[config.mk]
export PLATFORM = sky130hd
export DESIGN_NAME = branch_pc_unit
export DESIGN_NICKNAME = d
export VERILOG_FILES = /design/src/rtl/branch_pc_unit.sv
export SDC_FILE = /design/constraint.sdc
export NUM_CORES = 1
export LEC_CHECK = 0
export BUFFER_PORTS_ARGS = -buffer_cell sky130_fd_sc_hd__buf_2
export CAP_MARGIN = 25
export CORE_AREA = 2 2 80 82
export DETAILED_ROUTE_END_ITERATION = 8
export DIE_AREA = 0 0 82 84
export GPL_ROUTABILITY_DRIVEN = 0
export PLACE_DENSITY = 0.84
export SETUP_SLACK_MARGIN = 0.02
export SKIP_CTS_REPAIR_TIMING = 1
export SLEW_MARGIN = 20
export SYNTH_ARGS = -nofsm -noshare
export SYNTH_HDL_FRONTEND = slang
export SYNTH_SLANG_ARGS = --single-unit
[constraint.sdc]
create_clock -name clk -period 7.1 [get_ports clk]
set_input_delay 0.71 -clock clk [delete_from_list [all_inputs] [get_ports clk]]
set_output_delay 0.71 -clock clk [all_outputs]
set_load 0.005 [all_outputs]
[src/rtl/branch_pc_unit.sv]
// Branch/PC unit for the WISC pipeline: owns the architectural PC and the
// {N,V,Z} flag register, resolves branches at decode, and sequences the
// post-branch flush and the sticky halt state.
module branch_pc_unit #(
  parameter int              PC_W      = 16,
  parameter int              OFF_W     = 9,
  parameter int              FLUSH_CYC = 2,
  parameter logic [PC_W-1:0] RESET_PC  = 16'h0000
) (
  input  logic             clk,
  input  logic             rst_n,
  input  logic             stall,
  input  logic             valid_br,
  input  logic             br_reg,
  input  logic [2:0]       cond,
  input  logic [OFF_W-1:0] offset,
  input  logic [PC_W-1:0]  br_addr,
  input  logic [2:0]       flags_in,
  input  logic [2:0]       flag_we,
  input  logic             halt,
  output logic [PC_W-1:0]  pc_out,
  output logic [PC_W-1:0]  pc_plus2,
  output logic             flush,
  output logic             taken,
  output logic             halted,
  output logic [15:0]      taken_cnt
);

  typedef enum logic [1:0] {
    ST_RUN   = 2'd0,
    ST_FLUSH = 2'd1,
    ST_HALT  = 2'd2
  } state_t;

  localparam logic [2:0] FLUSH_INIT = 3'(FLUSH_CYC);

  state_t          r_state;
  logic [PC_W-1:0] r_pc;
  logic [2:0]      r_flags;     // {N,V,Z}
  logic [2:0]      r_cnt;
  logic            r_flush;
  logic            r_taken;
  logic            r_halted;
  logic [15:0]     r_taken_cnt;

  logic            w_n;
  logic            w_v;
  logic            w_z;
  logic            w_cond_true;
  logic [PC_W-1:0] w_pc_plus2;
  logic [PC_W-1:0] w_off_sext;
  logic [PC_W-1:0] w_b_target;
  logic [PC_W-1:0] w_target;

  assign w_n = r_flags[2];
  assign w_v = r_flags[1];
  assign w_z = r_flags[0];

  // Each flag bit has its own write enable and ignores stall/state; the
  // new value is only seen by condition evaluation from the next cycle.
  generate
    for (genvar gi = 0; gi < 3; gi++) begin : g_flag
      always_ff @(posedge clk or negedge rst_n) begin
        if (!rst_n)
          r_flags[gi] <= 1'b0;
        else if (flag_we[gi])
          r_flags[gi] <= flags_in[gi];
      end
    end
  endgenerate

  // Branch condition decode against the registered flags.
  always_comb begin
    w_cond_true = 1'b0;
    case (cond)
      3'b000: w_cond_true = ~w_z;
      3'b001: w_cond_true = w_z;
      3'b010: w_cond_true = ~w_z & ~w_n;
      3'b011: w_cond_true = w_n;
      3'b100: w_cond_true = w_z | (~w_z & ~w_n);
      3'b101: w_cond_true = w_n | w_z;
      3'b110: w_cond_true = w_v;
      3'b111: w_cond_true = 1'b1;
      default: w_cond_true = 1'b0;
    endcase
  end

  // Offset is in instruction words, so it is doubled before the add;
  // all arithmetic wraps modulo 2^PC_W.
  assign w_pc_plus2 = r_pc + PC_W'(2);
  assign w_off_sext = {{(PC_W-OFF_W){offset[OFF_W-1]}}, offset};
  assign w_b_target = w_pc_plus2 + {w_off_sext[PC_W-2:0], 1'b0};
  assign w_target   = br_reg ? br_addr : w_b_target;

  // Control FSM: PC update, flush countdown, halt, taken pulse and count.
  always_ff @(posedge clk or negedge rst_n) begin
    if (!rst_n) begin
      r_state     <= ST_RUN;
      r_pc        <= RESET_PC;
      r_cnt       <= 3'd0;
      r_flush     <= 1'b0;
      r_taken     <= 1'b0;
      r_halted    <= 1'b0;
      r_taken_cnt <= 16'd0;
    end else begin
      r_taken <= 1'b0;
      case (r_state)
        ST_RUN: begin
          if (!stall) begin
            if (halt) begin
              // Halt wins over a simultaneous branch; the branch is dropped.
              r_state  <= ST_HALT;
              r_halted <= 1'b1;
            end else if (valid_br && w_cond_true) begin
              r_pc    <= w_target;
              r_state <= ST_FLUSH;
              r_cnt   <= FLUSH_INIT;
              r_flush <= 1'b1;
              r_taken <= 1'b1;
              if (r_taken_cnt != 16'hFFFF)
                r_taken_cnt <= r_taken_cnt + 16'd1;
            end else begin
              r_pc <= w_pc_plus2;
            end
          end
        end
        ST_FLUSH: begin
          // Younger branch/halt in decode are squashed here.
          if (!stall) begin
            r_pc  <= w_pc_plus2;
            r_cnt <= r_cnt - 3'd1;
            if (r_cnt == 3'd1) begin
              r_state <= ST_RUN;
              r_flush <= 1'b0;
            end
          end
        end
        ST_HALT: begin
          r_state <= ST_HALT;
        end
        default: begin
          r_state  <= ST_RUN;
          r_flush  <= 1'b0;
          r_halted <= 1'b0;
        end
      endcase
    end
  end

  assign pc_out    = r_pc;
  assign pc_plus2  = w_pc_plus2;
  assign flush     = r_flush;
  assign taken     = r_taken;
  assign halted    = r_halted;
  assign taken_cnt = r_taken_cnt;

endmodule

== After elaboration in Yosys (flattened, before gate mapping) ==
Index checks and enable logic that the tools add are counted.
Widths: inputs -> output; s select.

* Mux-type cells: 31
* Reduce and logical (&&, ||, !) cells: 11
* Bitwise operators: 9
* $add $sub $neg: 4
* Equal/unequal tests: 18

{| class="wikitable"
|+ Operators with widths
! kind !! number
|-
| $mux 16 || 5
|-
| $pmux 16 s2 || 1
|-
| $add 16x1->16 const B || 1
|-
| $add 16x16->16 || 1
|-
| $add 16x2->16 const B || 1
|-
| $ne 16x16->1 const B || 1
|-
| $eq 3x3->1 const B || 4
|-
| $mux 3 || 4
|-
| $ne 2x2->1 const B || 6
|-
| $mux 1 || 11
|-
| $mux 2 || 5
|-
| $reduce_and 5->1 || 2
|-
| $pmux 1 s8 || 1
|-
| $reduce_and 4->1 || 2
|-
| $eq 3x1->1 const B || 2
|-
| $eq 3x2->1 const B || 2
|-
| $not 1->1 || 6
|-
| $pmux 2 s3 || 1
|-
| $pmux 3 s2 || 1
|-
| $reduce_and 6->1 || 1
|-
| $logic_not 3->1 || 1
|-
| $ne 3x3->1 const B || 1
|-
| $pmux 1 s3 || 1
|-
| $reduce_and 3->1 || 1
|-
| 10 further kinds || 11
|}

* Input port bits: 40
* Register bits: 43
* Output and inout port bits: 51
* Word-level logic and storage cells: 83

== Depth between registers and ports, before layout ==
Gate-level depths: netlist (run 1).

* Depth after elaboration: 9
* Mapped depth: 12
* Gate-level depth less buffers: 12

== Least setup slack after synthesis (run 1) ==
OpenSTA, ideal clock, no wires.

* Path kind: reg2reg
* Start: reg r_pc[3] (netlist: pc_out[3])
* End: reg r_pc[15] (netlist: pc_out[15])
* Stages on the path, launching flop included: 13
* Setup slack: 4.053 ns
* Data arrival time: 2.953 ns
* Data required time: 7.006 ns
* Setup time: 0.094 ns
* Clock period less this slack: 3.047 ns
* Path buffers: 1
* Cell sequence: dfrtp_1 > nand4_1 > nor3_1 > nand3_1 > xnor2_1 > ha_1 > clkbuf_1 > a21oi_1 > o21bai_1 > a221o_1 > a31oi_1 > xnor2_1 > a211oi_1

* Longest elaborated chain between the ends: 7
* Elaborated cells between the ends (all ways): 8
* Classes of those cells: 2 x add/sub; 6 x mux

{| class="wikitable"
|+ RTL lines
! item !! line !! RTL
|-
| start, declared || 38 || <nowiki>logic [PC_W-1:0] r_pc;</nowiki>
|-
| start signal, assigned || 115 || <nowiki>r_pc <= w_target;</nowiki>
|-
| start signal, assigned || 123 || <nowiki>r_pc <= w_pc_plus2;</nowiki>
|-
| start signal, assigned || 130 || <nowiki>r_pc <= w_pc_plus2;</nowiki>
|-
| $add 16x2->16 || 90 || <nowiki>assign w_pc_plus2 = r_pc + PC_W'(2);</nowiki>
|-
| via pc_plus2[12] || 22 || <nowiki>output logic [PC_W-1:0] pc_plus2,</nowiki>
|-
| $add 16x16->16 || 92 || <nowiki>assign w_b_target = w_pc_plus2 + {w_off_sext[PC_W-2:0], 1'b0};</nowiki>
|-
| $mux 16 || 93 || <nowiki>assign w_target = br_reg ? br_addr : w_b_target;</nowiki>
|-
| $mux 16 || 114 || <nowiki>end else if (valid_br && w_cond_true) begin</nowiki>
|-
| $mux 16 || 110 || <nowiki>if (halt) begin</nowiki>
|-
| $mux 16 || 109 || <nowiki>if (!stall) begin</nowiki>
|-
| $pmux 16 s2 || 107 || <nowiki>case (r_state)</nowiki>
|}

The timed path passes the listed nets, and every way through them passes these cells. The select of a mux whose other input is x is not followed.
A chain may end at the register's enable or synchronous reset.

== Final worst setup path (run 1) ==
* Start: reg r_pc[3] (netlist: pc_out[3])
* End: reg r_pc[15] (netlist: pc_out[15])

* Longest elaborated chain between the ends: 7
* Elaborated cells between the ends (all ways): 8
* Classes of those cells: 2 x add/sub; 6 x mux

{| class="wikitable"
|+ RTL lines
! item !! line
|-
| $add 16x2->16 (*) || 90
|-
| $add 16x16->16 || 92
|-
| $mux 16 || 93
|-
| $mux 16 || 114
|-
| $mux 16 || 110
|-
| $mux 16 || 109
|-
| $pmux 16 s2 (*) || 107
|}

Every way passes the cells marked *; elsewhere a longest branch is shown, timed or not. The select of a mux whose other input is x is not followed.

==> flow_summary.toml, run 1 <==
[final_layout]
final_common_cell = "buf_2"
area.growth.synth_to_final_pct = 18.0
diodes = 0
final_cell_mix = "90 x buf_2, 43 x dfrtp_1, 35 x nand2_1"
nets = 542
drive_gt1_share_pct = 23.1
final_util_pct = 64.9
fillers = 545

[grt]
gr-usage-all-layers_pct = 26.0
grt_max_degree = 44
grt_pass1_wl_um = 14200
antenna_found_initial = 0
grt_pass1_vias = 3083
overflow = 0

[logic_synthesis]
yosys_register_bits = 43
netlist_instances = 392
synth.distinct_cells = 57
synth_area_um2 = 3360
synth-seq-area-share_pct = 32.1
syn_area_per_cell_um2 = 8.56
syn_nets = 458
yosys_warnings = 0
ys.flop_type = "dfrtp_1"
synth_edf_count = 0
synthArstFlopShare_pct = 100

[timing]
worst_slew_pin_slew_ps = 874
hold_viol = 0
fmax_mhz = 281
setup_ws_ps = 3550
slew_headroom_pct = 41.4
layout_min_cycle_time_ps = 3550
min_period_over_period_pct = 50.1
finalSetupViolCount = 0
setup_tns_ps = 0
skew_ps = 14.2
rsz0062_at_grt = "false"
final_max_slew_viol_count = 0

[critical_path]
cpPeakStageDelay_ps = 620
crit_type = "register to register"
end_kind = "register"
crit_start = "pc_out[3]$_DFFE_PN0P_"
worstPathCellList = "nand4_1 > nor3_1 > nand3_1 > xnor2_1 > ha_1 > a21oi_1 > o21bai_1 > a221o_1 > a31oi_1 > xnor2_1 > a211oi_1"
slowest_stage = "nor3_1"
critical_path.max_fanout = 8
critical-path-top-delay-family = "compound AO/OA/AOI/OAI gates"
start_kind = "register"
required_ps = 7310
cp.arrival_ps = 3770
timing.rr.start = "pc_out[3]$_DFFE_PN0P_"
critical_path_buf_inv_count = 0
cpMostUsedCell = "xnor2_1"

[die]
rows = 29
chipHeight_um = 84
io_pins = 91
coreArea_um2 = 6100
start_util_pct = 55.0
die-width_um = 82
die_area_um2 = 6890

[clock_tree]
clock_path_buffers = 2
cts_root_buf = "clkbuf_8"
clk_pin_slew_ps = 90
cts_max_level = 2
clk_latency_ps = 300
clock_sinks = 43
cts_tree = "done"
cts_made_buffers = 5

[placement]
pre_cts_slack_ps = 3690
portBuffers = 90
dp_hpwl_um = 6630

[pwr]
fin_total_pwr_mw = 1.40
pwr_density_cell_nw_per_um2 = 353
peakVddDrop_v = 0.000195
p_leak_nw = 1.87

[route]
wire_per_inst_um = 15.5
drc = 0
wl_met2_um = 4010
drtIter0Drc = 280
wl_met3_um = 592
ant_nets = 0
detail_route.wirelength_um = 8590
highest_layer = "met4"
met1_length_um = 3780
first_pass_iters = 5
via_per_inst = 5.94
vias = 3291

[run_status]
status = "finished, final reports clean"

[min_path]
min_path_type = "primary input to async pin"

[job]
drv_cap = 0
==> report_power, final <==
part	switching [mW]	internal, mW	total [mW]
logic	0.483	0.367	0.850
registers	0.0862	0.310	0.396
clock network	0.0843	0.0688	0.153
total	0.654	0.746	1.40
==> cell families after synthesis <==
group / synth area share, %
xor gates and xnor gates: 9.40
adders and majority gates: 9.92
DFF: 32.1
muxes: 4.33
AOI/OAI and AO/OA: 19.5
and+or+nand+nor: 20.5
buffers and inverters: 4.25
==> worst reg2reg max path: cells and delay by family (launching register included) <==
kind            cells  cell delay (ps)
fa+ha+maj           1              390
simple gates        3             1000
xor+xnor            2              490
flops               1              480
compound gates      5             1120
==> cells in the mapped netlist, types with 5 or more instances <==
cell	number	area share (%)
mux2i_1	10	3.0
nor2_1	30	3.4
dfrtp_1	43	32
clkbuf_1	11	1.2
o21ai_0	21	3.1
xor2_1	6	1.6
o21ai_1	5	0.75
a211oi_1	7	1.6
nor3_1	6	0.89
nand4_1	12	2.2
a21oi_1	30	4.5
inv_1	19	2.1
ha_1	25	9.3
a31oi_1	6	1.1
nand2_1	35	3.9
and3_1	8	1.5
xnor2_1	30	7.8
nand3_1	23	3.4
==> area by class of cell <==
cell class,instances,area (um2),share of cell area (%)
inverter,19,71.3,1.80
clock inverter,2,12.5,0.316
sequential,43,1080,27.2
tap,77,96.3,2.43
clock buffer,6,72.6,1.83
timing repair buffer,93,493,12.5
multi-input combinational,314,2140,54.0
==> state kept, by name (all words and copies together), names as in the netlist <==
name,count
w_v,1
w_n,1
halted,1
r_state,2
taken_cnt,16
r_cnt,3
pc_out,16
w_z,1
taken,1
flush,1
==> metrics by stage <==
stage	std cells	area (um2)	hold WS, ps
after global routing	554	3960	406
after floorplan	392	3360	414
after global placement	545	3850	478
final	554	3960	380
after CTS	553	3930	493
after detailed placement	545	3850	478
==> worst paths after layout <==
kind / cells past startpoint / slack (ps) / endpoint
setup reg to reg: 11 / 3550 / pc_out[15]$_DFFE_PN0P_
setup / recovery: 11 / 3550 / pc_out[15]$_DFFE_PN0P_
max in group asynchronous: 2 / 6220 / pc_out[3]$_DFFE_PN0P_
hold / removal: 1 / 380 / taken_cnt[2]$_DFFE_PN0P_
hold reg to reg: 1 / 490 / taken_cnt[11]$_DFFE_PN0P_
min in group clk: 1 / 490 / taken_cnt[11]$_DFFE_PN0P_
==> routing by layer <==
| metal | track usage [%] | vias up |
|---|---|---|
| met4 | 8.48 | 0 |
| li1 | - | 1592 |
| met3 | 5.84 | 27 |
| met2 | 41.6 | 141 |
| met5 | 0 | - |
| met1 | 34.6 | 1531 |
(Power assumes the default switching activity.)
==> inputs of run 2 (changes only) <==
- CORE_AREA: 2 2 80 82 -> 2 2 83 85
- DIE_AREA: 0 0 82 84 -> 0 0 85 87
- PLACE_DENSITY: 0.84 -> 0.79
- clock period: 7.1 -> 3.7 ns (I/O delays scaled with it)
==> flow_summary.toml, run 2 (synthesis results as in run 1) <==
[pwr]
swShare_pct = 47.0
pwr-share-seq_pct = 28.1
pwr_density_cell_nw_per_um2 = 680
switching_power_mw = 1.27
comb_power_share_pct = 60.4
p_int_mw = 1.43
p_leak_nw = 1.88
peakVddDrop_v = 0.000371
clock_power_share_pct = 11.4

[timing]
finalSetupViolCount = 0
hold_viol = 0
slew_headroom_pct = 44.5
rsz0062_at_grt = "false"
final_max_slew_viol_count = 0
worst_slew_pin_slew_ps = 826
fmax_mhz = 313
skew_ps = 7.32
layout_min_cycle_time_ps = 3200
setup_tns_ps = 0
min_period_over_period_pct = 86.4

[clock_tree]
cts_root_buf = "clkbuf_8"
clock_sinks = 43
cts_tree = "done"
clk_latency_ps = 300
clock_path_buffers = 2
cts_max_level = 2
clk_pin_slew_ps = 90
cts_made_buffers = 5

[die]
rows = 30
die_area_um2 = 7400
chipHeight_um = 87
io_pins = 91
die-width_um = 85
coreArea_um2 = 6570
start_util_pct = 51.1

[final_layout]
drive_gt1_share_pct = 23.6
nets = 544
final_util_pct = 60.7
final_cell_mix = "90 x buf_2, 43 x dfrtp_1, 35 x nand2_1"
instances_no_fill = 559
area.growth.synth_to_final_pct = 18.8
diodes = 0
final_common_cell = "buf_2"

[critical_path]
required_ps = 3930
start_kind = "register"
end_kind = "register"
r2r-end = "pc_out[14]$_DFFE_PN0P_"
timing.rr.start = "pc_out[2]$_DFFE_PN0P_"
crit_type = "register to register"
reg2regPathDepth = 12
critical_path.max_fanout = 5
rrSetupSlack_ps = 500
cp.arrival_ps = 3430

[placement]
dp.cells = 550
dp_hpwl_um = 6700
portBuffers = 90

[route]
first_pass_iters = 5
vias = 3349
ant_nets = 0
via_per_inst = 5.99
drc = 0
wire_per_inst_um = 15.5
drtIter0Drc = 263
detail_route.wirelength_um = 8680

[grt]
overflow = 0
grt_max_degree = 44
grt_pass1_wl_um = 14400
antenna_found_initial = 0
gr-usage-all-layers_pct = 23.9
grt_pass1_vias = 3062

[job]
drv_cap = 0

[run_status]
status = "finished, final reports clean"

[min_path]
min_path_type = "primary input to async pin"
## run 2: area by class of cell
class | count | area, um2
multi-input combinational | 314 | 2140
clock buffer | 5 | 68.8
timing repair buffer | 95 | 508
sequential | 43 | 1080
tap | 80 | 100
fill | 600 | 2580
inverter | 19 | 71.3
clock inverter | 3 | 23.8
## run 2: through the flow
step	power, mW	hold slack [ps]	area, um2	worst slack (ps)
floorplan	1.85	74.4	3360	653
CTS	2.69	260	3960	544
detailed placement	2.37	483	3860	580
global placement	2.32	477	3860	690
global route	2.95	69.8	3990	210
finish	2.71	47.6	3990	502
## run 2: layer usage
layer | share of wire, % | global-route usage [%] | vias up
met5 | 0 | 0 | -
met4 | 2.4 | 7.22 | 0
met3 | 7.0 | 4.36 | 23
met2 | 48 | 39.8 | 130
met1 | 43 | 31.7 | 1603
li1 | - | - | 1593
## run 2: how the worst max path moves through the flow
| stage | from | to | slack, ps | cells past startpoint |
|---|---|---|---|---|
| finish | pc_out[2]$_DFFE_PN0P_ | pc_out[14]$_DFFE_PN0P_ | 500 | 12 |
| CTS | pc_out[2]$_DFFE_PN0P_ | pc_out[14]$_DFFE_PN0P_ | 540 | 12 |
| global placement | pc_out[3]$_DFFE_PN0P_ | pc_out[15]$_DFFE_PN0P_ | 690 | 12 |
| detailed placement | pc_out[2]$_DFFE_PN0P_ | pc_out[14]$_DFFE_PN0P_ | 580 | 12 |
| global route | pc_out[3]$_DFFE_PN0P_ | pc_out[15]$_DFFE_PN0P_ | 210 | 12 |
| floorplan | pc_out[3]$_DFFE_PN0P_ | pc_out[15]$_DFFE_PN0P_ | 650 | 12 |
## run 2: worst max-delay path, cell delays in order (launching register included)
cell	delay, ps
dfrtp_1	420
ha_1	270
nand3_1	150
nor2_1	260
nand2_1	110
xnor2_1	330
ha_1	330
nand2_1	120
nor2_1	50
a211oi_1	500
mux2i_1	150
a221o_1	360
nand3_1	70
## run 2: power groups by stage
stage                     sequential (mW)  clock, mW  combinational, mW
after floorplan                     0.748          0               1.10
after global placement              0.760          0               1.56
after detailed placement            0.767          0               1.61
after CTS                           0.759      0.318               1.62
after global routing                0.788      0.344               1.81
final                               0.762      0.310               1.64
==> inputs of run 3 (changes only) <==
- RECOVER_POWER: default -> 25
- REMOVE_ABC_BUFFERS: default -> 1
- SLEW_MARGIN: 20 -> default
==> flow_summary.toml, run 3 (synthesis results as in run 1) <==
[route]
ant_nets = 0
wire_per_inst_um = 15.4
via_per_inst = 5.91
first_pass_iters = 5
drc = 0
drtIter0Drc = 171
vias = 3309
detail_route.wirelength_um = 8650

[pwr]
fin_total_pwr_mw = 2.70
pwr_density_cell_nw_per_um2 = 679
peakVddDrop_v = 0.000384
p_leak_nw = 1.88

[grt]
grt_use_met1_pct = 29.0
antenna_found_initial = 0
grt_max_degree = 44
grt_pass1_vias = 3094
grt_pass1_wl_um = 13900
grt_use_met2_pct = 41.2
met3_usage_pct = 2.75
gr-usage-all-layers_pct = 22.9
grt-busiest-layer = "met2"
overflow = 0

[final_layout]
fillers = 577
nets = 545
instances_no_fill = 560
area.growth.synth_to_final_pct = 18.4
regArea_um2 = 1080
final_common_cell = "buf_2"
diodes = 0
final_cell_mix = "89 x buf_2, 43 x dfrtp_1, 35 x nand2_1"
drive_gt1_share_pct = 23.1
multi_input_area_um2 = 2140
final_area_um2 = 3970

[critical_path]
crit_type = "register to register"
crit_start = "pc_out[1]$_DFFE_PN0P_"
reg2regPathDepth = 12
rrSetupSlack_ps = 480
timing.rr.start = "pc_out[1]$_DFFE_PN0P_"
cp-endpoint = "pc_out[14]$_DFFE_PN0P_"
worstPathCellList = "ha_1 > nand3_1 > nor2_1 > nand2_1 > xnor2_1 > ha_1 > nand2_1 > nor2_1 > a211oi_1 > mux2i_1 > a221o_1 > nand3_1"
end_kind = "register"
required_ps = 3940
r2r-end = "pc_out[14]$_DFFE_PN0P_"
slowest_stage = "a211oi_1"
cp.arrival_ps = 3460
cpPeakStageDelay_ps = 470
critical_path.max_fanout = 5
start_kind = "register"

[clock_tree]
cts_max_level = 2
clock_path_buffers = 2
clk_latency_ps = 300
clock_sinks = 43
cts_root_buf = "clkbuf_8"
cts_tree = "done"
cts_made_buffers = 5
clk_pin_slew_ps = 90

[timing]
finalSetupViolCount = 0
hold_viol = 0
final_max_slew_viol_count = 42
slew_headroom_pct = -49.9
worst_slew_pin_slew_ps = 2250
skew_ps = 7.39
min_period_over_period_pct = 87.1
rsz0062_at_grt = "false"
fmax_mhz = 310
hold-worst-slack_ps = 304
setup_tns_ps = 0
layout_min_cycle_time_ps = 3220

[die]
die_area_um2 = 7400
chipHeight_um = 87
die-width_um = 85
io_pins = 91
coreArea_um2 = 6570
rows = 30
start_util_pct = 51.1

[min_path]
min_path_type = "primary input to register"
whs_path_depth = 3

[placement]
dp_hpwl_um = 6620
dp.cells = 550
portBuffers = 90
dpl_cell_area_um2 = 3860

[run_status]
status = "finished with violations"
failed_checks = "max-capacitance violations, max-slew violations"

[job]
drv_cap = 1
run 3: cell count changes in the layout (fill, tap and decap cells not counted), sizes merged:
cell	delta
dlygate4sd3	+1
inv	+1
clkbuf	+2
clkinv	+1
clkinvlp	-2
buf	-2
run 3: metrics by stage:
stage / util [%] / worst slack (ps)
after floorplan: - / 735
after global placement: 58.8 / 678
after detailed placement: 58.8 / 570
after CTS: 60.3 / 558
after global routing: 60.5 / 311
final: 60.5 / 478
run 3: how the worst min path moves through the flow:
| stage | slack [ps] | to | start |
|---|---|---|---|
| 6_report | 300 | pc_out[0]$_DFFE_PN0P_ | br_addr[0] |
| 5_1_grt | 310 | w_z$_DFFE_PN0P_ | flags_in[0] |
| 4_1_cts | 260 | taken_cnt[13]$_DFFE_PN0P_ | rst_n |
| 3_5_place_dp | 480 | taken_cnt[11]$_DFFE_PN0P_ | taken_cnt[11]$_DFFE_PN0P_ |
| 3_3_place_gp | 470 | taken_cnt[11]$_DFFE_PN0P_ | taken_cnt[11]$_DFFE_PN0P_ |
| 2_1_floorplan | 70 | flush$_DFFE_PN0P_ | rst_n |
run 3: metal layers:
metal | wire [um] | part of all wire (%)
met1 | 3710 | 43
met2 | 4340 | 50
met3 | 528 | 6.1
met4 | 77 | 0.89
met5 | 0 | 0
run 3: cell type report:
cell class                      instances  share of cell area, %
Timing Repair Buffer                   96                   12.4
Sequential cell                        43                   27.1
Inverter                               19                   1.80
Clock buffer                            5                   1.73
Tap cell                               80                   2.52
Multi-Input combinational cell        314                   53.8
Clock inverter                          3                  0.661
run 3: where the power goes:
part / switching [mW] / internal (mW)
Sequential: 0.172 / 0.594
Clock: 0.181 / 0.139
Combinational: 0.907 / 0.703
run 3: worst max-delay path: cells and delay by family (launching register included):
family	cells	cell delay (ps)
fa+ha+maj	2	610
compound gates	2	830
mux	1	150
flops	1	420
simple gates	6	800
xor+xnor	1	360
